--- src/rtl/csa_pkg.sv ---
// rtl/csa_pkg.sv - shared types and helpers for the carry-save accumulator
package csa_pkg;

    typedef enum logic [1:0] {
        ACCUM   = 2'd0,
        RESOLVE = 2'd1,
        DONE    = 2'd2
    } state_t;

    // Counter width able to hold the value n itself.
    function automatic int cnt_w(input int n);
        return $clog2(n + 1);
    endfunction

endpackage

--- src/rtl/carry_save_adder.sv ---
// rtl/carry_save_adder.sv - W-bit carry-save row of independent full adders
module carry_save_adder #(
    parameter int W = 8
) (
    input  logic [W-1:0] a,
    input  logic [W-1:0] b,
    input  logic [W-1:0] c,
    output logic [W-1:0] s,
    output logic [W-1:0] co
);

    for (genvar i = 0; i < W; i++) begin : g_fa
        full_adder u_fa (
            .a  (a[i]),
            .b  (b[i]),
            .ci (c[i]),
            .s  (s[i]),
            .co (co[i])
        );
    end

endmodule

--- src/rtl/full_adder.sv ---
// rtl/full_adder.sv - single-bit full adder
module full_adder (
    input  logic a,
    input  logic b,
    input  logic ci,
    output logic s,
    output logic co
);

    assign s  = a ^ b ^ ci;
    assign co = (a & b) | (a & ci) | (b & ci);

endmodule

--- src/rtl/csa_accumulator.sv ---
// rtl/csa_accumulator.sv - multi-operand accumulator in carry-save form with iterative resolve
module csa_accumulator
    import csa_pkg::*;
#(
    parameter int W = 8,
    parameter int N = 8
) (
    input  logic         clk,
    input  logic         rst_n,
    input  logic         in_valid,
    output logic         in_ready,
    input  logic         in_last,
    input  logic [W-1:0] A,
    output logic         out_valid,
    input  logic         out_ready,
    output logic [W-1:0] S,
    output logic         Ovf
);

    localparam int CW = cnt_w(N);

    state_t        state, state_nxt;
    logic [W-1:0]  sr, cr;
    logic [W-1:0]  csa_s, csa_co, res_c;
    logic [CW-1:0] cnt, cnt_inc;
    logic          ovf;
    logic          accept, frame_end, cr_zero;

    carry_save_adder #(.W(W)) u_csa (
        .a  (sr),
        .b  (cr),
        .c  (A),
        .s  (csa_s),
        .co (csa_co)
    );

    assign accept    = in_valid && (state == ACCUM);
    assign cnt_inc   = cnt + CW'(1);
    assign frame_end = accept && (in_last || (cnt_inc == CW'(N)));
    assign res_c     = sr & cr;
    assign cr_zero   = (cr == '0);

    always_ff @(posedge clk or negedge rst_n) begin
        if (!rst_n) begin
            state <= ACCUM;
        end else begin
            state <= state_nxt;
        end
    end

    always_comb begin
        state_nxt = state;
        unique case (state)
            ACCUM:   if (frame_end) state_nxt = RESOLVE;
            RESOLVE: if (cr_zero)   state_nxt = DONE;
            DONE:    if (out_ready) state_nxt = ACCUM;
            default: state_nxt = ACCUM;
        endcase
    end

    always_comb begin
        in_ready  = (state == ACCUM);
        out_valid = (state == DONE);
    end

    // Carries shifted out of the MSB are folded into the sticky overflow flag.
    always_ff @(posedge clk or negedge rst_n) begin
        if (!rst_n) begin
            sr  <= '0;
            cr  <= '0;
            cnt <= '0;
            ovf <= 1'b0;
        end else begin
            unique case (state)
                ACCUM: begin
                    if (accept) begin
                        sr  <= csa_s;
                        cr  <= {csa_co[W-2:0], 1'b0};
                        ovf <= ovf | csa_co[W-1];
                        cnt <= frame_end ? '0 : cnt_inc;
                    end
                end
                RESOLVE: begin
                    if (!cr_zero) begin
                        sr  <= sr ^ cr;
                        cr  <= {res_c[W-2:0], 1'b0};
                        ovf <= ovf | res_c[W-1];
                    end
                end
                DONE: begin
                    if (out_ready) begin
                        sr  <= '0;
                        cr  <= '0;
                        ovf <= 1'b0;
                    end
                end
                default: begin
                    sr  <= '0;
                    cr  <= '0;
                    cnt <= '0;
                    ovf <= 1'b0;
                end
            endcase
        end
    end

    assign S   = sr;
    assign Ovf = ovf;

endmodule

--- config.mk ---
export PLATFORM = sky130hd
export DESIGN_NAME = csa_accumulator
export DESIGN_NICKNAME = d
export VERILOG_FILES = /design/src/rtl/csa_pkg.sv /design/src/rtl/carry_save_adder.sv /design/src/rtl/full_adder.sv /design/src/rtl/csa_accumulator.sv
export SDC_FILE = /design/constraint.sdc
export NUM_CORES = 1
export LEC_CHECK = 0
export BUFFER_PORTS_ARGS = -buffer_cell sky130_fd_sc_hd__buf_2
export CAP_MARGIN = 0
export CORE_MARGIN = 5
export CORE_UTILIZATION = 53
export CTS_BUF_LIST = sky130_fd_sc_hd__clkbuf_8
export CTS_CLUSTER_SIZE = 12
export DETAILED_ROUTE_END_ITERATION = 8
export PLACE_DENSITY = 0.83
export SETUP_SLACK_MARGIN = 0.4
export SLEW_MARGIN = 40
export SYNTH_ARGS = -nofsm -noshare
export SYNTH_HDL_FRONTEND = slang
export SYNTH_SLANG_ARGS = --single-unit
--- constraint.sdc ---
create_clock -name clk -period 2.2 [get_ports clk]
set_input_delay 0.11 -clock clk [delete_from_list [all_inputs] [get_ports clk]]
set_output_delay 0.11 -clock clk [all_outputs]
set_load 0.05 [all_outputs]
==> out/qor.txt, run 1 <==
first-pass GRT wire length = 5.39 mm
Skew-Pair Late Insertion Delay = 0.26 ns
worst slew pin tran = 0.509 ns
worst hold path type = in2reg
adder-cell area share of the yosys netlist = 0.207
setup slack on the worst flop-to-flop path = 0.07 ns
Layout Nets = 195
top_reg_cell synth = dfrtp_1
CP arrival = 2.29 ns
core area = 2760 um^2
Design Power = 3.07 mW
Power Dens Cells = 1740 nW/um^2
Clk Tree Root Cell = clkbuf_8
setup TNS = 0 ns
Clock Tree Buf Depth = 2
CP required = 2.36 ns
Slew Limit Headroom = 0.661
Avg Inst Size Synth = 11.1 um^2
Fin. Hold Viols = 0
Placed Area = 1670 um^2
I/O Pins = 24
die width = 63.6 um
ANT nets after route = 0
drt wl/cell = 16.5 um
register area share after synthesis = 0.361
top area cells in the synthesized netlist = dfrtp_1 36%, ha_1 11%, fa_1 9.2%, a22o_1 5.2%, mux2_4 4.9%
Iter 0 DRT Violations = 40
Mapped Area = 1530 um^2
VDD IR-drop max = 1440 uV
Worst setup SP type = flop
DRC violation count after routing = 0
vias per std cell = 5.86
post-synthesis xor/xnor area fraction = 0
Layout Cell Area excl Fill = 1770 um^2
Crit Path Category = reg2reg
GR Util All Layers = 0.164
CTS tree = done
final setup violating endpoints = 0
CTS buffer count = 3
Synth cell types = 34
max_cap viols = 0
initial core utilization = 0.553
final WL = 3.15 mm
status = finished, final reports clean
largest family of logic cells by synthesized area = adder cells
Placer Congestion = 0.785
antenna fix cells = 0
Pins Over Slew Limit = 0
Synth top area share = 0.361
CTS clk-pin slew, worst paths = 0.08 ns
pin count of the biggest net entering global routing = 23
input/output buffers = 23
Synth async-reset ratio = 1.00
Syn Nets = 171
initial antenna violation count = 0
Post-Synthesis Cells = 137
Synth warnings = 0
dpl cells = 185
Compound-Gate Fraction of Synth Area = 0.169
RSZ-0062 raised after global routing = yes
grt total ovfl = 0
mux contribution to synthesized area = 0.0935
vias after detailed routing = 1,120
skew final = 0.00368 ns
number of flops mapped to enable cells by yosys = 0
period utilization = 0.970
die height = 63.6 um
post-synth top area cell = dfrtp_1
area delta synth->final = 15.9%
Simple-Gate Fraction of Synth Area = 0.0911
share of cells above drive strength 1 = 0.325
CTS H-tree lvls = 1
first-pass detailed-route iteration total = 4
clk sinks = 22
Critical Path End Type = flop
hpwl dp = 2.37 mm
min Tclk post-route = 2.13 ns
Crit Path Max Fanout = 15
Leak = 0.890 nW
Post-Layout Cell Count = 191
vias in the first global route = 1,217
#FFs+latches synth = 22
fmax = 469 MHz
die area = 4050 um^2
Site Rows = 19
==> flip-flops by register name (all words and copies together) (netlist names) <==
signal,count
cnt,4
S,8
cr,7
state,2
Ovf,1
==> per-layer routing <==
metal / track usage / share of wire / routed length [um] / vias up
li1: - / - / - / 529
met1: 0.188 / 0.41 / 1290 / 563
met2: 0.306 / 0.54 / 1710 / 24
met3: 0.0355 / 0.037 / 117 / 4
met4: 0.0390 / 0.010 / 32 / 0
met5: 0 / 0 / 0 / -
==> stage by stage <==
| stage | hold WS (ns) | util | setup WS, ns |
|---|---|---|---|
| finish | 0.157 | 0.641 | 0.0666 |
| global route | 0.149 | 0.641 | 0.0178 |
| global placement | 0.105 | 0.605 | 0.126 |
| floorplan | -0.186 | - | 0.0758 |
| CTS | 0.145 | 0.638 | 0.0644 |
| detailed placement | 0.106 | 0.605 | 0.0760 |
==> critical path, stage by stage (launching register included) <==
cell and delay, ns:
dfrtp_1 0.39, or4_1 0.51, or4_4 0.47, o21bai_4 0.15, buf_12 0.16, mux2_2 0.34
==> Yosys cell counts (2+ instances only) <==
cell      number
a21oi_1        3
mux2_4         5
nor2_1         2
buf_4          8
nand3_1        2
fa_1           7
a22o_1         9
mux2_2         5
ha_1          14
nand2_1       13
inv_1          8
clkbuf_1       3
a22oi_1        4
nand2b_1       4
dfrtp_1       22
o31ai_1        2
o21ai_0        9
==> cell usage in the layout, fill, tap and decap left out, types with 2 or more instances in the layout <==
cell type,synthesis,layout
buf_2,0,23
dfrtp_1,22,22
nand2_1,13,13
ha_1,14,12
o21ai_0,9,9
a22o_1,9,9
inv_1,8,8
fa_1,7,7
buf_4,8,7
mux2_2,5,6
mux2_4,5,5
nand2b_1,4,4
a22oi_1,4,4
clkbuf_8,0,3
nor2_1,2,2
nand3_1,2,2
o31ai_1,2,2
a21oi_1,3,2
==> worst paths after layout <==
kind                                   startpoint                  to  cells after the start
worst max register to register  cr[1]$_DFFE_PN0P_   cr[4]$_DFFE_PN0P_                      5
min in group asynchronous                   rst_n    S[2]$_DFFE_PN0P_                      2
max in group asynchronous                   rst_n     Ovf$_DFFE_PN0P_                      2
worst min register to register   S[0]$_DFFE_PN0P_    S[0]$_DFFE_PN0P_                      2
worst max-delay path            cr[1]$_DFFE_PN0P_   cr[4]$_DFFE_PN0P_                      5
worst min-delay path                      in_last  cnt[2]$_DFFE_PN0P_                      3
==> power breakdown <==
part | switching [mW] | leakage, nW | internal, mW
Clock | 0.136 | 0.0357 | 0.243
Combinational | 1.09 | 0.562 | 0.896
Sequential | 0.152 | 0.292 | 0.558
Total | 1.38 | 0.890 | 1.70
==> cell type report <==
| class | instances | area (um^2) |
|---|---|---|
| Fill cell | 222 | 990 |
| Multi-Input combinational cell | 94 | 880 |
| Sequential cell | 22 | 551 |
| Timing Repair Buffer | 32 | 198 |
| Clock buffer | 3 | 41.3 |
| Tap cell | 31 | 38.8 |
| Clock inverter | 1 | 30.0 |
| Inverter | 8 | 30.0 |
==> what timing repair did <==
item                                   CTS  global route
resized for setup                        3             0
hold buffers                             1             0
pin swaps                                0             2
setup buffers                            0             1
endpoints found under the hold margin   22             0
setup endpoints to repair               17            21
==> kinds of logic (layout without fill, tap and decap cells) <==
logic type	Yosys count	after routing
flops	22	22
compound gates	35	35
buf+inv	21	44
simple gates	27	27
mux	11	11
fa+ha+maj	21	21
(Power assumes the default switching activity.)
==> run 2, diff against run 1 <==
--- a/config.mk
+++ b/config.mk
@@ -5,15 +5,14 @@
 export SDC_FILE = /design/constraint.sdc
 export NUM_CORES = 1
 export LEC_CHECK = 0
-export BUFFER_PORTS_ARGS = -buffer_cell sky130_fd_sc_hd__buf_2
+export BUFFER_PORTS_ARGS = -buffer_cell sky130_fd_sc_hd__clkbuf_2
 export CAP_MARGIN = 0
 export CORE_MARGIN = 5
-export CORE_UTILIZATION = 53
-export CTS_BUF_LIST = sky130_fd_sc_hd__clkbuf_8
+export CORE_UTILIZATION = 50
 export CTS_CLUSTER_SIZE = 12
 export DETAILED_ROUTE_END_ITERATION = 8
-export PLACE_DENSITY = 0.83
-export SETUP_SLACK_MARGIN = 0.4
+export PLACE_DENSITY = 0.8
+export SETUP_SLACK_MARGIN = 0.2
 export SLEW_MARGIN = 40
 export SYNTH_ARGS = -nofsm -noshare
 export SYNTH_HDL_FRONTEND = slang
==> run 2 against run 1 <==
  * Maximum frequency fell by 1.4%
  * Clock power fell by 16%
  * Global-route usage shrank 0.12 points
  * Combinational power barely moved
  * Critical endpoint unchanged
  * Highest routed layer unchanged
==> out/qor.txt, run 2 (synthesized netlist as in run 1, its figures left out) <==
min Tclk post-route = 2.16 ns (was 2.13 ns)
Slew Limit Headroom = 0.635 (was 0.661)
Power Dens Cells = 1710 nW/um^2 (was 1740 nW/um^2)
CTS clk-pin slew, worst paths = 0.13 ns (was 0.08 ns)
Placer Congestion = 0.845 (was 0.785)
Final Util = 0.587 (was 0.641)
Clock Tree Buf Depth = 2 (unchanged)
Fin. Hold Viols = 0 (unchanged)
initial antenna violation count = 0 (unchanged)
final setup violating endpoints = 0 (unchanged)
Leak = 0.885 nW (was 0.890 nW)
Layout Nets = 196 (was 195)
fmax = 462 MHz (was 469 MHz)
final WL = 2.92 mm (was 3.15 mm)
vias per std cell = 5.66 (was 5.86)
die area = 4250 um^2 (was 4050 um^2)
critical path's slowest cell = or4_1 (unchanged)
Pins Over Slew Limit = 0 (unchanged)
initial core utilization = 0.512 (was 0.553)
Buf/Inv on CP = 1 (unchanged)
worst hold path type = in2reg (unchanged)
vias in the first global route = 1,197 (was 1,217)
DRC violation count after routing = 0 (unchanged)
die height = 65.2 um (was 63.6 um)
final-layout fill cell count = 257 (was 222)
Site Rows = 20 (was 19)
clk sinks = 22 (unchanged)
Design Power = 3.00 mW (was 3.07 mW)
Hold Slack = 0.105 ns (was 0.157 ns)
VDD IR-drop max = 854 uV (was 1440 uV)
CP arrival = 2.38 ns (was 2.29 ns)
drt wl/cell = 15.1 um (was 16.5 um)
slowest stage delay, CP = 0.53 ns (was 0.51 ns)
CP cell instances = or4_1 > or4_4 > o21bai_4 > buf_12 > mux2_2 (unchanged)
Clk Tree Root Cell = clkbuf_4 (was clkbuf_8)
CTS tree = done (unchanged)
share of cells above drive strength 1 = 0.311 (was 0.325)
delay-heaviest family, CP = simple AND/OR/NAND/NOR gates (unchanged)
GR Util All Layers = 0.163 (was 0.164)
CTS H-tree lvls = 1 (unchanged)
skew final = 0.00167 ns (was 0.00368 ns)
pin count of the biggest net entering global routing = 23 (unchanged)
core area = 2980 um^2 (was 2760 um^2)
Skew-Pair Late Insertion Delay = 0.31 ns (was 0.26 ns)
input/output buffers = 23 (unchanged)
antenna fix cells = 0 (unchanged)
Crit Path Max Fanout = 14 (was 15)
hpwl dp = 2.26 mm (was 2.37 mm)
status = finished, final reports clean (unchanged)
max reg flops = 8 (unchanged)
I/O Pins = 24 (unchanged)
max_cap viols = 0 (unchanged)
CP required = 2.42 ns (was 2.36 ns)
most frequent cells in the layout = 23 x clkbuf_2, 22 x dfrtp_1, 13 x nand2_1 (was 23 x buf_2, 22 x dfrtp_1, 13 x nand2_1)
FF+latch area = 551 um^2 (unchanged)
area of the multi-input gates = 870 um^2 (was 880 um^2)
Iter 0 DRT Violations = 53 (was 40)
period utilization = 0.984 (was 0.970)
worst slew pin tran = 0.548 ns (was 0.509 ns)
commonest non-fill, non-tap cell in the layout = clkbuf_2 (was buf_2)
Crit Path Category = reg2reg (unchanged)
vias after detailed routing = 1,099 (was 1,120)
grt total ovfl = 0 (unchanged)
first-pass GRT wire length = 5.47 mm (was 5.39 mm)
ANT nets after route = 0 (unchanged)
area delta synth->final = 14.7% (was 15.9%)
RSZ-0062 raised after global routing = yes (unchanged)
CTS buffer count = 3 (unchanged)
die width = 65.2 um (was 63.6 um)
Worst setup SP type = flop (unchanged)
Critical Path End Type = flop (unchanged)
first-pass detailed-route iteration total = 4 (unchanged)
-- run 2: metal layers --
metal,up-vias,share of wire,wire length [um],global-route usage
met5,-,0,0,0
met4,0,0.0065,19,0.0466
met3,4,0.036,106,0.0239
met2,19,0.52,1520,0.291
met1,543,0.44,1280,0.204
li1,533,-,-,-
-- run 2: cell type report --
| class | instances | area share |
|---|---|---|
| Clock buffer | 3 | 0.0129 |
| Timing Repair Buffer | 33 | 0.117 |
| Tap cell | 33 | 0.0236 |
| Clock inverter | 1 | 0.0172 |
| Inverter | 8 | 0.0172 |
| Multi-Input combinational cell | 94 | 0.497 |
| Sequential cell | 22 | 0.315 |
-- run 2: tightest hold or removal path: stages --
cell	delay, ns
clkbuf_2	0.10
o31ai_1	0.06
o2bb2ai_1	0.12
-- run 2: worst paths after layout --
path,from,end,slack (ns),depth (start not counted)
worst min-delay path,in_last,cnt[2]$_DFFE_PN0P_,0.11,3
worst max-delay path,cr[1]$_DFFE_PN0P_,cr[4]$_DFFE_PN0P_,0.04,5
worst max register to register,cr[1]$_DFFE_PN0P_,cr[4]$_DFFE_PN0P_,0.04,5
min in group asynchronous,rst_n,S[2]$_DFFE_PN0P_,0.30,2
max in group asynchronous,rst_n,S[7]$_DFFE_PN0P_,1.55,2
worst min register to register,S[0]$_DFFE_PN0P_,S[0]$_DFFE_PN0P_,0.57,2
-- run 2: timing repair --
action	4_1_cts	5_1_grt
hold buffers	1	0
setup buffers	1	1
endpoints found under the setup margin	11	14
gates resized for setup	0	1
hold endpoints to repair	22	0
-- run 2: report_power, final --
group	total (mW)	leakage, nW	switching [mW]	internal, mW
Clock	0.318	0.0279	0.133	0.184
Combinational	1.97	0.564	1.06	0.910
Sequential	0.708	0.292	0.151	0.557
Total	3.00	0.885	1.34	1.65
-- run 2: per-stage QoR --
stage | setup slack (ns) | TNS, ns | area [um^2] | instances
final | 0.0360 | 0 | 1750 | 194
after global routing | -0.0167 | -0.0603 | 1750 | 194
after floorplan | 0.0758 | 0 | 1540 | 137
after global placement | 0.122 | 0 | 1670 | 187
after CTS | 0.0350 | 0 | 1740 | 193
after detailed placement | 0.0813 | 0 | 1670 | 187
